[src/rtl/fk_pkg.sv]
// Shared definitions for the forward-kinematics command path.
// Holds the joint angle grid (index 0..8 -> degrees), the default FK
// pipeline latency, the pose-sequencer state type and the grid-index type,
// plus a helper that moves one grid index a single step toward a target.
package fk_pkg;

  localparam int GRID_N             = 9;
  localparam int FK_LATENCY_DEFAULT = 3;

  // Supported table angles in degrees, one constant per grid index.
  localparam logic signed [15:0] DEG_0 = 16'sd0;
  localparam logic signed [15:0] DEG_1 = 16'sd30;
  localparam logic signed [15:0] DEG_2 = 16'sd45;
  localparam logic signed [15:0] DEG_3 = 16'sd60;
  localparam logic signed [15:0] DEG_4 = 16'sd90;
  localparam logic signed [15:0] DEG_5 = 16'sd120;
  localparam logic signed [15:0] DEG_6 = 16'sd135;
  localparam logic signed [15:0] DEG_7 = 16'sd150;
  localparam logic signed [15:0] DEG_8 = 16'sd180;

  typedef enum logic [1:0] {
    ST_IDLE   = 2'd0,
    ST_MOVE   = 2'd1,
    ST_DWELL  = 2'd2,
    ST_SETTLE = 2'd3
  } state_e;

  typedef logic [3:0] grid_idx_t;

  // One grid step of cur toward tgt: +1, -1 or hold.
  function automatic grid_idx_t step_toward(input grid_idx_t cur, input grid_idx_t tgt);
    if (cur < tgt) begin
      return cur + 4'd1;
    end else if (cur > tgt) begin
      return cur - 4'd1;
    end
    return cur;
  endfunction

endpackage

[src/rtl/fk_angle_grid_lut.sv]
// Combinational grid-index to degree lookup for one joint.
// Ports:
//   idx - grid index (legal 0..8)
//   deg - signed angle in degrees; any index outside the grid yields 0
module fk_angle_grid_lut
  import fk_pkg::*;
(
  input  grid_idx_t          idx,
  output logic signed [15:0] deg
);

  always_comb begin
    deg = DEG_0;
    case (idx)
      4'd0:    deg = DEG_0;
      4'd1:    deg = DEG_1;
      4'd2:    deg = DEG_2;
      4'd3:    deg = DEG_3;
      4'd4:    deg = DEG_4;
      4'd5:    deg = DEG_5;
      4'd6:    deg = DEG_6;
      4'd7:    deg = DEG_7;
      4'd8:    deg = DEG_8;
      default: deg = DEG_0;
    endcase
  end

endmodule

[src/rtl/fk_pose_sequencer.sv]
// Command stage in front of the three-joint FK pipeline. Accepts a target
// pose (three grid indices) and walks every joint one grid step per update
// toward it, so FK only ever sees table angles. xy_valid marks the cycle in
// which FK's X/Y belong to a presented angle set.
//
// Handshake: a command is taken in any cycle where cmd_valid && cmd_ready;
// cmd_ready is high only in IDLE with rst low, so while busy the command
// inputs are ignored and may change freely.
//
// Ports:
//   clk, rst                 - clock, synchronous active-high reset
//   cmd_valid / cmd_ready    - command handshake
//   cmd_idx1..3              - target grid index per joint (legal 0..8)
//   theta1..3                - registered joint angles (degrees) to FK
//   angle_valid              - pulse in the first cycle of a new theta set
//   xy_valid                 - angle_valid delayed by FK_LATENCY
//   busy                     - sequencer not in IDLE
//   done                     - pulse with the xy_valid of the final step
//   cmd_err                  - pulse the cycle after a rejected command
module fk_pose_sequencer
  import fk_pkg::*;
#(
  parameter int DWELL      = 4,
  parameter int FK_LATENCY = FK_LATENCY_DEFAULT
) (
  input  logic               clk,
  input  logic               rst,
  input  logic               cmd_valid,
  output logic               cmd_ready,
  input  logic [3:0]         cmd_idx1,
  input  logic [3:0]         cmd_idx2,
  input  logic [3:0]         cmd_idx3,
  output logic signed [15:0] theta1,
  output logic signed [15:0] theta2,
  output logic signed [15:0] theta3,
  output logic               angle_valid,
  output logic               xy_valid,
  output logic               busy,
  output logic               done,
  output logic               cmd_err
);

  state_e                  state_q, state_d;
  grid_idx_t [2:0]         cur_q, cur_d;
  grid_idx_t [2:0]         tgt_q, tgt_d;
  logic [7:0]              cnt_q, cnt_d;
  logic signed [15:0]      theta_q [3];
  logic signed [15:0]      theta_d [3];
  logic                    angle_valid_q, angle_valid_d;
  logic [FK_LATENCY-1:0]   sr_q, sr_d;
  logic                    cmd_err_q, cmd_err_d;
  logic                    younger_pending;
  logic signed [15:0]      lut_deg [3];

  // Angles are looked up from the next-state indices so theta is registered
  // in the same edge that commits the step.
  for (genvar j = 0; j < 3; j++) begin : g_lut
    fk_angle_grid_lut u_lut (
      .idx (cur_d[j]),
      .deg (lut_deg[j])
    );
  end

  always_comb begin
    state_d       = state_q;
    cur_d         = cur_q;
    tgt_d         = tgt_q;
    cnt_d         = cnt_q;
    angle_valid_d = 1'b0;
    cmd_err_d     = 1'b0;
    done          = 1'b0;
    cmd_ready     = (state_q == ST_IDLE) && !rst;

    // Pulses still travelling toward xy_valid behind the oldest one. With a
    // short DWELL, earlier steps' xy_valid can land while already in SETTLE,
    // so done waits for the pulse that has nothing younger behind it.
    younger_pending = angle_valid_q;
    for (int i = 0; i < FK_LATENCY - 1; i++) begin
      younger_pending = younger_pending | sr_q[i];
    end

    sr_d[0] = angle_valid_q;
    for (int i = 1; i < FK_LATENCY; i++) begin
      sr_d[i] = sr_q[i-1];
    end

    case (state_q)
      ST_IDLE: begin
        if (cmd_valid && cmd_ready) begin
          if ((cmd_idx1 > 4'd8) || (cmd_idx2 > 4'd8) || (cmd_idx3 > 4'd8)) begin
            cmd_err_d = 1'b1;
          end else begin
            tgt_d   = {cmd_idx3, cmd_idx2, cmd_idx1};
            state_d = ST_MOVE;
          end
        end
      end
      ST_MOVE: begin
        for (int j = 0; j < 3; j++) begin
          cur_d[j] = step_toward(cur_q[j], tgt_q[j]);
        end
        angle_valid_d = 1'b1;
        if (cur_d == tgt_q) begin
          state_d = ST_SETTLE;
        end else if (DWELL == 1) begin
          state_d = ST_MOVE;
        end else begin
          state_d = ST_DWELL;
          cnt_d   = 8'(DWELL - 1);
        end
      end
      ST_DWELL: begin
        if (cnt_q <= 8'd1) begin
          state_d = ST_MOVE;
        end else begin
          cnt_d = cnt_q - 8'd1;
        end
      end
      ST_SETTLE: begin
        if (sr_q[FK_LATENCY-1] && !younger_pending) begin
          done    = 1'b1;
          state_d = ST_IDLE;
        end
      end
      default: state_d = ST_IDLE;
    endcase

    for (int j = 0; j < 3; j++) begin
      theta_d[j] = lut_deg[j];
    end
  end

  always_ff @(posedge clk) begin
    if (rst) begin
      state_q       <= ST_IDLE;
      cur_q         <= '0;
      tgt_q         <= '0;
      cnt_q         <= '0;
      angle_valid_q <= 1'b0;
      sr_q          <= '0;
      cmd_err_q     <= 1'b0;
      for (int j = 0; j < 3; j++) begin
        theta_q[j] <= '0;
      end
    end else begin
      state_q       <= state_d;
      cur_q         <= cur_d;
      tgt_q         <= tgt_d;
      cnt_q         <= cnt_d;
      angle_valid_q <= angle_valid_d;
      sr_q          <= sr_d;
      cmd_err_q     <= cmd_err_d;
      for (int j = 0; j < 3; j++) begin
        theta_q[j] <= theta_d[j];
      end
    end
  end

  assign theta1      = theta_q[0];
  assign theta2      = theta_q[1];
  assign theta3      = theta_q[2];
  assign angle_valid = angle_valid_q;
  assign xy_valid    = sr_q[FK_LATENCY-1];
  assign busy        = (state_q != ST_IDLE);
  assign cmd_err     = cmd_err_q;

endmodule

[config.mk]
export PLATFORM = sky130hd
export DESIGN_NAME = fk_pose_sequencer
export DESIGN_NICKNAME = d
export VERILOG_FILES = /design/src/rtl/fk_pkg.sv /design/src/rtl/fk_angle_grid_lut.sv /design/src/rtl/fk_pose_sequencer.sv
export SDC_FILE = /design/constraint.sdc
export NUM_CORES = 1
export LEC_CHECK = 0
export BUFFER_PORTS_ARGS = -buffer_cell sky130_fd_sc_hd__buf_2
export CORE_MARGIN = 2
export CORE_UTILIZATION = 40
export DETAILED_ROUTE_END_ITERATION = 16
export SLEW_MARGIN = 20
export SYNTH_ARGS = -nofsm -noshare
export SYNTH_HDL_FRONTEND = slang
export SYNTH_SLANG_ARGS = --single-unit
export TNS_END_PERCENT = 20
[constraint.sdc]
create_clock -name clk -period 3.1 [get_ports clk]
set_clock_uncertainty 0.1 [all_clocks]
set_input_delay 0.465 -clock clk [delete_from_list [all_inputs] [get_ports clk]]
set_output_delay 0.465 -clock clk [all_outputs]
set_load 0.02 [all_outputs]
==> results.py, run 1 <==
metrics = {
    "synthesis": {
        "synth.distinct_cells": 57,
        "ys.flop_type": "dfxtp_1",
        "synth_seq_cells": 63,
        "synth_warnings": 0,
        "yosysTopAreaCell": "dfxtp_1",
        "synth_top_area_share_pct": 33.4,
        "netlist_area_um2": 3780,
        "syn_area_per_cell_um2": 8.60,
        "netlist_instances": 439,
        "yosysMostFrequentCell": "dfxtp_1",
        "synth.area.top_cells": "dfxtp_1, ha_1, buf_4",
        "yosysSeqAreaShare_pct": 33.4,
        "synth_common_cells": "dfxtp_1, nor2_1, nand2_1",
        "synthArstFlopShare_pct": 0,
        "synth_edf_count": 0,
    },
    "cells_and_area": {
        "area_delta_synth_final_pct": 32.3,
        "drive_gt1_share_pct": 34.4,
        "seq_area_um2": 1270,
        "antennaDiodeCount": 0,
        "multiInputGateArea_um2": 2590,
        "final_nets": 585,
        "fillers": 827,
    },
    "power": {
        "seq_power_share_pct": 43.8,
        "p_clk_share_pct": 39.1,
        "intPower_mw": 1.35,
        "power_frac_comb_pct": 17.1,
        "swShare_pct": 28.6,
        "power_mw": 1.88,
        "p_leak_nw": 2.28,
        "power_switching_uw": 538,
        "vdd_drop_max_v": 0.000202,
        "power.density_nw_per_um2": 377,
    },
    "floorplan": {
        "core-area_um2": 9200,
        "die_w_um": 101,
        "die_height_um": 101,
        "pin_count": 69,
        "dieArea_um2": 10200,
        "initial_core_util_pct": 41.1,
        "rows": 35,
    },
    "clock_network": {
        "clkSinkCount": 63,
        "numCtsBuffers": 9,
        "clock_latency_ps": 340,
        "clockRootBuffer": "clkbuf_8",
        "cts_tree": "done",
        "clkSlewWorstSetupHoldPaths_ps": 70,
        "htree_levels": 3,
        "cts_buffer_depth": 2,
    },
    "timing": {
        "hold_viol": 0,
        "rsz0062_at_grt": "yes",
        "final-setup-viol-count": 9,
        "fin_crit_ps": 3260,
        "fin_ws_ps": -163,
        "report.final.slew_viol_count": 0,
        "worst_pin_slew_ps": 767,
        "tns_ps": -988,
        "fmax_ghz": 0.306,
        "fin_crit_sh_pct": 105,
        "maxSlewHeadroom_pct": 48.1,
    },
    "worst_setup_path": {
        "cp-startpoint": "tgt_q[9]",
        "path_class": "register to register",
        "r2r-end": "cnt_q[2]",
        "crit_path_start_kind": "register",
        "cp-end-kind": "register",
        "worst-endpoint-required_ps": 3260,
        "crit_fanout": 3,
        "worstPathArrival_ps": 3420,
        "r2r-start": "tgt_q[9]",
        "crit_path_end": "cnt_q[2]",
        "reg2reg_slack_ps": -160,
        "worst-r2r-cell-count": 14,
    },
    "routing": {
        "final_antenna_net_count": 0,
        "firstDrtPassIters": 4,
        "wl_per_cell_um": 14.5,
        "vias_per_cell": 5.30,
        "vias": 3516,
        "wirelength_um": 9630,
        "drc": 0,
        "drt_iter0_drc": 81,
    },
    "global_routing": {
        "grt_max_degree": 37,
        "grt_use_total_pct": 18.6,
        "grt_pass1_wl_um": 15300,
        "antenna_found_initial": 0,
        "grt_pass1_vias": 3353,
        "overflow": 0,
    },
    "run_status": {
        "outcome": "finished, violations left",
        "violations": "negative setup slack",
    },
    "placed_design": {
        "gp_congestion": 0.849,
        "pre_cts_ws_ps": -215,
        "dp_hpwl_um": 6790,
        "portBuffers": 44,
    },
    "min_path": {
        "min_path_type": "input port to register",
    },
    "job": {
        "cap_violations": 0,
    },
}
==> final cells by class <==
type | instances | area share [%]
repair buffers | 108 | 14.3
clock inverters | 6 | 1.20
multi-input cells | 343 | 51.9
inverters | 22 | 1.65
clock buffers | 10 | 2.76
well taps | 111 | 2.78
flip-flops and latches | 63 | 25.4
==> stage by stage <==
| stage | util (%) | area, um2 | std cells | hold WS, ps |
|---|---|---|---|---|
| after floorplan | - | 3880 | 462 | 339 |
| after global placement | 47.9 | 4410 | 634 | 349 |
| after detailed placement | 47.9 | 4410 | 634 | 361 |
| after CTS | 51.7 | 4760 | 655 | 266 |
| after global routing | 54.3 | 4990 | 663 | 276 |
| final | 54.3 | 4990 | 663 | 266 |
==> flip-flops by register name, indices dropped and copies added, names as in the netlist <==
name,cells
angle_valid,1
cur_q,12
cnt_q,8
sr_q,3
tgt_q,12
state_q,2
cmd_err,1
theta_q,24
==> how the worst min path moves through the flow <==
| stage | startpoint | slack, ps | cells after the start | endpoint |
|---|---|---|---|---|
| after global routing | cmd_valid | 280 | 2 | cmd_err |
| after floorplan | sr_q[0] | 340 | 1 | sr_q[1] |
| final | cmd_idx3[3] | 270 | 3 | tgt_q[11] |
| after detailed placement | sr_q[0] | 360 | 1 | sr_q[1] |
| after global placement | sr_q[0] | 350 | 1 | sr_q[1] |
| after CTS | cmd_idx3[3] | 270 | 3 | tgt_q[11] |
==> worst max-delay path, cell delays in order (launching register included) <==
cell	delay [ps]
dfxtp_2	340
inv_2	50
ha_4	210
nor2b_1	120
o211a_1	230
or2_4	290
ha_4	240
a21o_1	170
a211oi_1	250
o21ai_1	180
a21o_4	270
a2111oi_4	310
buf_4	200
a31oi_4	80
nor4_2	150
==> cell usage in the layout, fill, tap and decap left out, types with 4 or more instances in the layout <==
cell type / Yosys / layout
a211oi_1: 13 / 6
a211oi_2: 0 / 6
a21o_1: 7 / 6
a21oi_1: 21 / 17
a21oi_2: 0 / 4
a31oi_1: 11 / 9
buf_2: 1 / 44
buf_4: 24 / 63
clkbuf_8: 0 / 10
conb_1: 1 / 24
dfxtp_1: 63 / 56
dfxtp_2: 0 / 7
ha_1: 20 / 12
ha_4: 0 / 8
inv_1: 22 / 18
inv_2: 0 / 4
mux2i_1: 17 / 17
nand2_1: 28 / 27
nand2b_1: 10 / 9
nand3_1: 18 / 17
nand4_1: 8 / 8
nor2_1: 38 / 38
nor2b_1: 16 / 14
nor3_1: 13 / 12
o211ai_1: 5 / 5
o21a_1: 4 / 4
o21ai_0: 9 / 8
o21ai_1: 7 / 7
o31ai_1: 5 / 5
xnor2_1: 16 / 12
xnor2_2: 0 / 4
xor2_1: 5 / 5
==> routing by layer <==
layer	up-vias	wire length (um)	track usage, %
met2	95	4520	30.2
li1	1747	-	-
met1	1650	4360	24.1
met3	24	469	3.66
met4	0	276	8.00
met5	-	0	0
==> power groups by stage <==
| stage | sequential, mW | combinational (mW) | clock, mW |
|---|---|---|---|
| after floorplan | 0.848 | 0.198 | 0 |
| after global placement | 0.842 | 0.252 | 0 |
| after CTS | 0.824 | 0.277 | 0.740 |
| final | 0.824 | 0.323 | 0.736 |
| after global routing | 0.825 | 0.350 | 0.778 |
| after detailed placement | 0.842 | 0.257 | 0 |
==> cell families after synthesis <==
family	synth area share (%)
DFF	33.4
buffers and inverters	7.99
muxes	5.10
and+or+nand+nor	22.6
other	0.0993
adders and majority gates	8.22
xor gates and xnor gates	4.87
AOI/OAI and AO/OA	17.7
==> timing repair <==
item                                    4_1_cts  5_1_grt
pin swaps                                    17       28
hold endpoints to repair                      0        0
cloned                                        0        0
hold buffers                                  0        0
setup buffers                                 5        8
endpoints found under the setup margin       24       33
gates resized for setup                      22       30
No activity file was read; power rests on OpenSTA's default activity.
==> run 2: changes to the inputs <==
GPL_TIMING_DRIVEN = 0   (was default)
SETUP_SLACK_MARGIN = 0.02   (was default)
==> results.py, run 2 (synthesis results as in run 1) <==
metrics = {
    "floorplan": {
        "die_w_um": 101,
        "rows": 35,
        "core-area_um2": 9200,
        "initial_core_util_pct": 41.1,
        "dieArea_um2": 10200,
        "pin_count": 69,
        "die_height_um": 101,
    },
    "run_status": {
        "violations": "negative setup slack",
        "outcome": "finished, violations left",
    },
    "global_routing": {
        "overflow": 0,
        "grt_pass1_vias": 3244,
        "grt_use_total_pct": 18.7,
        "antenna_found_initial": 0,
        "grt_pass1_wl_um": 15200,
        "grt_max_degree": 11,
    },
    "placed_design": {
        "gp_congestion": 0.888,
        "dp.cells": 617,
        "portBuffers": 44,
        "dp_hpwl_um": 6650,
    },
    "power": {
        "power.density_nw_per_um2": 397,
        "power_mw": 1.95,
        "p_leak_nw": 2.22,
        "vdd_drop_max_v": 0.000341,
    },
    "routing": {
        "vias_per_cell": 5.30,
        "drc": 0,
        "firstDrtPassIters": 4,
        "wirelength_um": 9410,
        "wl_per_cell_um": 14.5,
        "drt_iter0_drc": 124,
        "vias": 3444,
        "final_antenna_net_count": 0,
    },
    "worst_setup_path": {
        "cp-end-kind": "register",
        "worstPathArrival_ps": 3350,
        "path_class": "register to register",
        "reg2reg_slack_ps": -90,
        "worst-r2r-cell-count": 14,
        "r2r-start": "tgt_q[9]",
        "worst-endpoint-required_ps": 3250,
        "crit_path_start_kind": "register",
        "r2r-end": "cnt_q[4]",
        "crit_fanout": 5,
    },
    "clock_network": {
        "clkSinkCount": 63,
        "cts_hold_buffers": 0,
        "clockRootBuffer": "clkbuf_8",
        "clock_latency_ps": 340,
        "cts_tree": "done",
        "htree_levels": 3,
        "numCtsBuffers": 9,
        "cts_buffer_depth": 2,
        "clkSlewWorstSetupHoldPaths_ps": 70,
    },
    "timing": {
        "fin_crit_ps": 3190,
        "fmax_ghz": 0.313,
        "whs_ps": 271,
        "tns_ps": -460,
        "report.final.slew_viol_count": 0,
        "hold_viol": 0,
        "fin_ws_ps": -93.6,
        "final-setup-viol-count": 8,
        "fin_crit_sh_pct": 103,
        "rsz0062_at_grt": "yes",
        "maxSlewHeadroom_pct": 49.3,
        "worst_pin_slew_ps": 761,
    },
    "cells_and_area": {
        "drive_gt1_share_pct": 31.9,
        "largest_reg_flops": 24,
        "antennaDiodeCount": 0,
        "regMostFlops": "theta_q",
        "final_cell_mix": "dfxtp_1, buf_2, buf_4, nor2_1, nand2_1",
        "final_common_cell": "dfxtp_1",
        "area_delta_synth_final_pct": 29.8,
        "final_cells": 650,
        "final_nets": 572,
        "reg_top3": "theta_q: 24 flops, cur_q: 12 flops, tgt_q: 12 flops",
    },
    "min_path": {
        "min_delay_path_depth": 3,
        "whs_endpoint": "tgt_q[6]",
        "hp-start": "cmd_idx2[2]",
        "min_path_type": "input port to register",
    },
    "job": {
        "cap_violations": 0,
    },
}
[run 2: cell count changes in the layout (fill, tap and decap cells not counted), sizes merged]
cell,delta
buf,-21
clkbuf,+10
clkinv,-2
clkinvlp,-2
bufinv,+1
xnor2,+1
[run 2: per-layer routing]
metal  up-vias  track usage [%]  part of all wire [%]
met5         -                0                     0
met3        14             4.62                   4.5
li1       1724                -                     -
met2        81             31.0                    48
met1      1625             23.8                    46
met4         0             6.44                   1.6
[run 2: cell type report]
class / count / area [um2]
Multi-Input combinational cell: 344 / 2600
Tap cell: 111 / 139
Buffer: 33 / 215
Clock inverter: 3 / 65.1
Fill cell: 894 / 4300
Timing Repair Buffer: 61 / 348
Sequential cell: 63 / 1290
Clock buffer: 13 / 159
Inverter: 22 / 85.1
[run 2: what timing repair did]
item                                    4_1_cts  5_1_grt
endpoints found under the hold margin         0        0
endpoints found under the setup margin       35       33
setup buffers                                13        4
pin swaps                                    20       16
cloned                                        0        1
resized for setup                            39       27
[run 2: critical path, stage by stage, from the launching register on]
cell and delay [ps]:
dfxtp_4 380, inv_4 40, ha_4 210, nor2b_4 120
o211a_1 210, or2_4 280, ha_4 260, a21o_1 120
a21oi_1 60, or3_4 340, a21o_1 230, a2111oi_4 280
buf_4 200, nand2_4 60, a211oi_2 210
[run 2: worst max path at each step]
stage,end,depth (start not counted),startpoint
4_1_cts,cnt_q[4],14,tgt_q[9]
3_5_place_dp,cnt_q[4],14,cur_q[8]
5_1_grt,cnt_q[2],13,tgt_q[10]
2_1_floorplan,cnt_q[0],13,tgt_q[9]
6_report,cnt_q[4],14,tgt_q[9]
3_3_place_gp,cnt_q[2],14,cur_q[8]
[run 2: power by group]
part	switching, mW	internal [mW]
clock network	0.320	0.497
logic	0.180	0.128
registers	0.00688	0.815
total	0.506	1.44
[run 2: per-stage QoR]
step | instance area, um2 | setup WS [ps] | utilization, %
2_1_floorplan | 3880 | 27.0 | -
3_3_place_gp | 4240 | -383 | 46.1
3_5_place_dp | 4240 | -408 | 46.1
4_1_cts | 4750 | -73.4 | 51.7
5_1_grt | 4900 | -245 | 53.3
6_report | 4900 | -93.6 | 53.3
==> run 3: changes to the inputs <==
SYNTH_HIERARCHICAL = 1   (was default)
==> results.py, run 3 <==
metrics = {
    "clock_network": {
        "htree_levels": 3,
        "clock_latency_ps": 380,
        "cts_buffer_depth": 2,
        "clkSinkCount": 87,
        "cts_tree": "done",
        "numCtsBuffers": 9,
        "clockRootBuffer": "clkbuf_8",
        "clkSlewWorstSetupHoldPaths_ps": 90,
    },
    "synthesis": {
        "synth_common_cells": "dfxtp_1, nor2b_1, nor2_1",
        "netlist_area_um2": 4400,
        "synth_top_area_share_pct": 39.6,
        "netlist_instances": 490,
        "synth_warnings": 6,
        "synthArstFlopShare_pct": 0,
        "yosysSeqAreaShare_pct": 39.6,
        "synth_seq_cells": 87,
        "yosysTopAreaCell": "dfxtp_1",
        "synth.area.top_cells": "dfxtp_1, nor2b_1, ha_1",
        "ys.flop_type": "dfxtp_1",
        "yosysMostFrequentCell": "dfxtp_1",
        "syn_area_per_cell_um2": 8.98,
        "synth.distinct_cells": 55,
        "synth_edf_count": 0,
    },
    "cells_and_area": {
        "regMostFlops": "theta_q",
        "area_delta_synth_final_pct": 29.3,
        "drive_gt1_share_pct": 33.7,
        "antennaDiodeCount": 0,
        "final_cell_mix": "dfxtp_1, buf_2, nor2b_1, buf_4, nor2_1",
        "largest_reg_flops": 48,
        "final_nets": 650,
        "final_common_cell": "dfxtp_1",
        "reg_top3": "theta_q: 48 flops, cur_q: 12 flops, tgt_q: 12 flops",
    },
    "worst_setup_path": {
        "crit_path_start_kind": "register",
        "worst-endpoint-required_ps": 3300,
        "path_class": "register to register",
        "crit_fanout": 7,
        "cp-end-kind": "register",
        "worstPathArrival_ps": 3710,
    },
    "floorplan": {
        "die_w_um": 109,
        "dieArea_um2": 11800,
        "pin_count": 69,
        "rows": 38,
        "die_height_um": 109,
        "initial_core_util_pct": 40.7,
        "core-area_um2": 10800,
    },
    "routing": {
        "vias_per_cell": 4.79,
        "wl_per_cell_um": 13.3,
        "met1_length_um": 4660,
        "vias": 3624,
        "firstDrtPassIters": 4,
        "routed.top_layer": "met4",
        "drt_iter0_drc": 82,
        "wirelength_um": 10100,
        "drc": 0,
        "wl_met2_um": 4890,
        "final_antenna_net_count": 0,
        "wl_met3_um": 416,
    },
    "timing": {
        "worst_pin_slew_ps": 717,
        "fin_crit_ps": 3510,
        "tns_ps": -4960,
        "fmax_ghz": 0.285,
        "report.final.slew_viol_count": 0,
        "maxSlewHeadroom_pct": 51.7,
        "hold_viol": 0,
        "final-setup-viol-count": 27,
        "fin_ws_ps": -413,
        "rsz0062_at_grt": "yes",
        "fin_crit_sh_pct": 113,
    },
    "power": {
        "swShare_pct": 27.8,
        "seq_power_share_pct": 49.2,
        "power.density_nw_per_um2": 414,
        "vdd_drop_max_v": 0.000301,
        "intPower_mw": 1.70,
        "p_leak_nw": 2.57,
        "power_frac_comb_pct": 16.6,
        "p_clk_share_pct": 34.1,
        "power_switching_uw": 654,
    },
    "placed_design": {
        "dp_hpwl_um": 7190,
        "pre_cts_ws_ps": -700,
        "gp_congestion": 0.861,
        "portBuffers": 68,
    },
    "global_routing": {
        "grt_pass1_wl_um": 16500,
        "grt_pass1_vias": 3499,
        "antenna_found_initial": 0,
        "grt_use_total_pct": 18.2,
        "overflow": 0,
        "grt_max_degree": 16,
    },
    "min_path": {
        "min_path_type": "input port to register",
    },
    "job": {
        "cap_violations": 0,
    },
    "run_status": {
        "outcome": "finished, violations left",
        "violations": "negative setup slack",
    },
}
==> run 3: per-stage QoR <==
stage	utilization [%]	hold slack (ps)	power [mW]	instance area (um2)	cells
2_1_floorplan	-	339	1.43	4520	511
3_3_place_gp	46.6	361	1.51	5030	719
3_5_place_dp	46.6	367	1.52	5030	719
4_1_cts	51.8	222	2.36	5590	754
5_1_grt	52.7	233	2.47	5690	757
6_report	52.7	236	2.35	5690	757
==> run 3: timing repair <==
item | 4_1_cts | 5_1_grt
gates resized for setup | 55 | 21
pin swaps | 23 | 14
buffers inserted | 19 | 3
hold buffers | 0 | 0
setup endpoints to repair | 36 | 36
==> run 3: path summary, 6_finish.rpt <==
kind               startpoint  endpoint  slack [ps]  cells after the start
hold reg to reg       sr_q[1]   sr_q[2]         380                      1
setup / recovery     tgt_q[1]  cnt_q[2]        -410                     16
hold / removal    cmd_idx3[0]  tgt_q[8]         240                      3
setup reg to reg     tgt_q[1]  cnt_q[2]        -410                     16
==> run 3: final cells by class <==
type                       instances  area (um2)
sequential                        87        1780
tap                              140         175
inverter                          27         101
timing repair buffer              90         517
clock buffer                       9         124
fill                            1025        5110
buffer                            35         223
multi-input combinational        362        2700
clock inverter                     7        72.6
==> run 3: kinds of logic (layout without fill, tap and decap cells) <==
group                      Yosys count  count (layout)  synth area share, %
AOI/OAI and AO/OA                   92              92                 13.4
xor gates and xnor gates            23              23                 4.92
adders and majority gates           23              23                 7.06
buffers and inverters               62             168                 7.37
DFF                                 87              87                 39.6
muxes                               16              16                 3.70
other                                3              24                0.256
and+or+nand+nor                    184             184                 23.7
==> run 3: routing by layer <==
metal	global-route usage, %	vias up
met5	0	-
met4	6.14	0
met2	30.0	63
li1	-	1867
met3	4.90	11
met1	22.9	1683
==> run 3: power groups by stage <==
| stage | Clock, mW | Sequential [mW] | Combinational, mW |
|---|---|---|---|
| 2_1_floorplan | 0 | 1.22 | 0.216 |
| 3_3_place_gp | 0 | 1.19 | 0.324 |
| 3_5_place_dp | 0 | 1.19 | 0.329 |
| 4_1_cts | 0.832 | 1.16 | 0.368 |
| 5_1_grt | 0.880 | 1.16 | 0.430 |
| 6_report | 0.802 | 1.16 | 0.391 |
==> run 3: critical path: stages, from the launching register on <==
cell and delay, ps:
dfxtp_4 360, inv_2 40, ha_4 200, nor2b_4 120
o211ai_1 280, nand2_2 150, inv_2 80, fa_1 440
xnor2_1 150, a211o_1 280, a211oi_2 210, nor4b_4 220
nand4_1 180, o31ai_4 260, buf_6 170, o21ai_2 60
a21oi_2 130
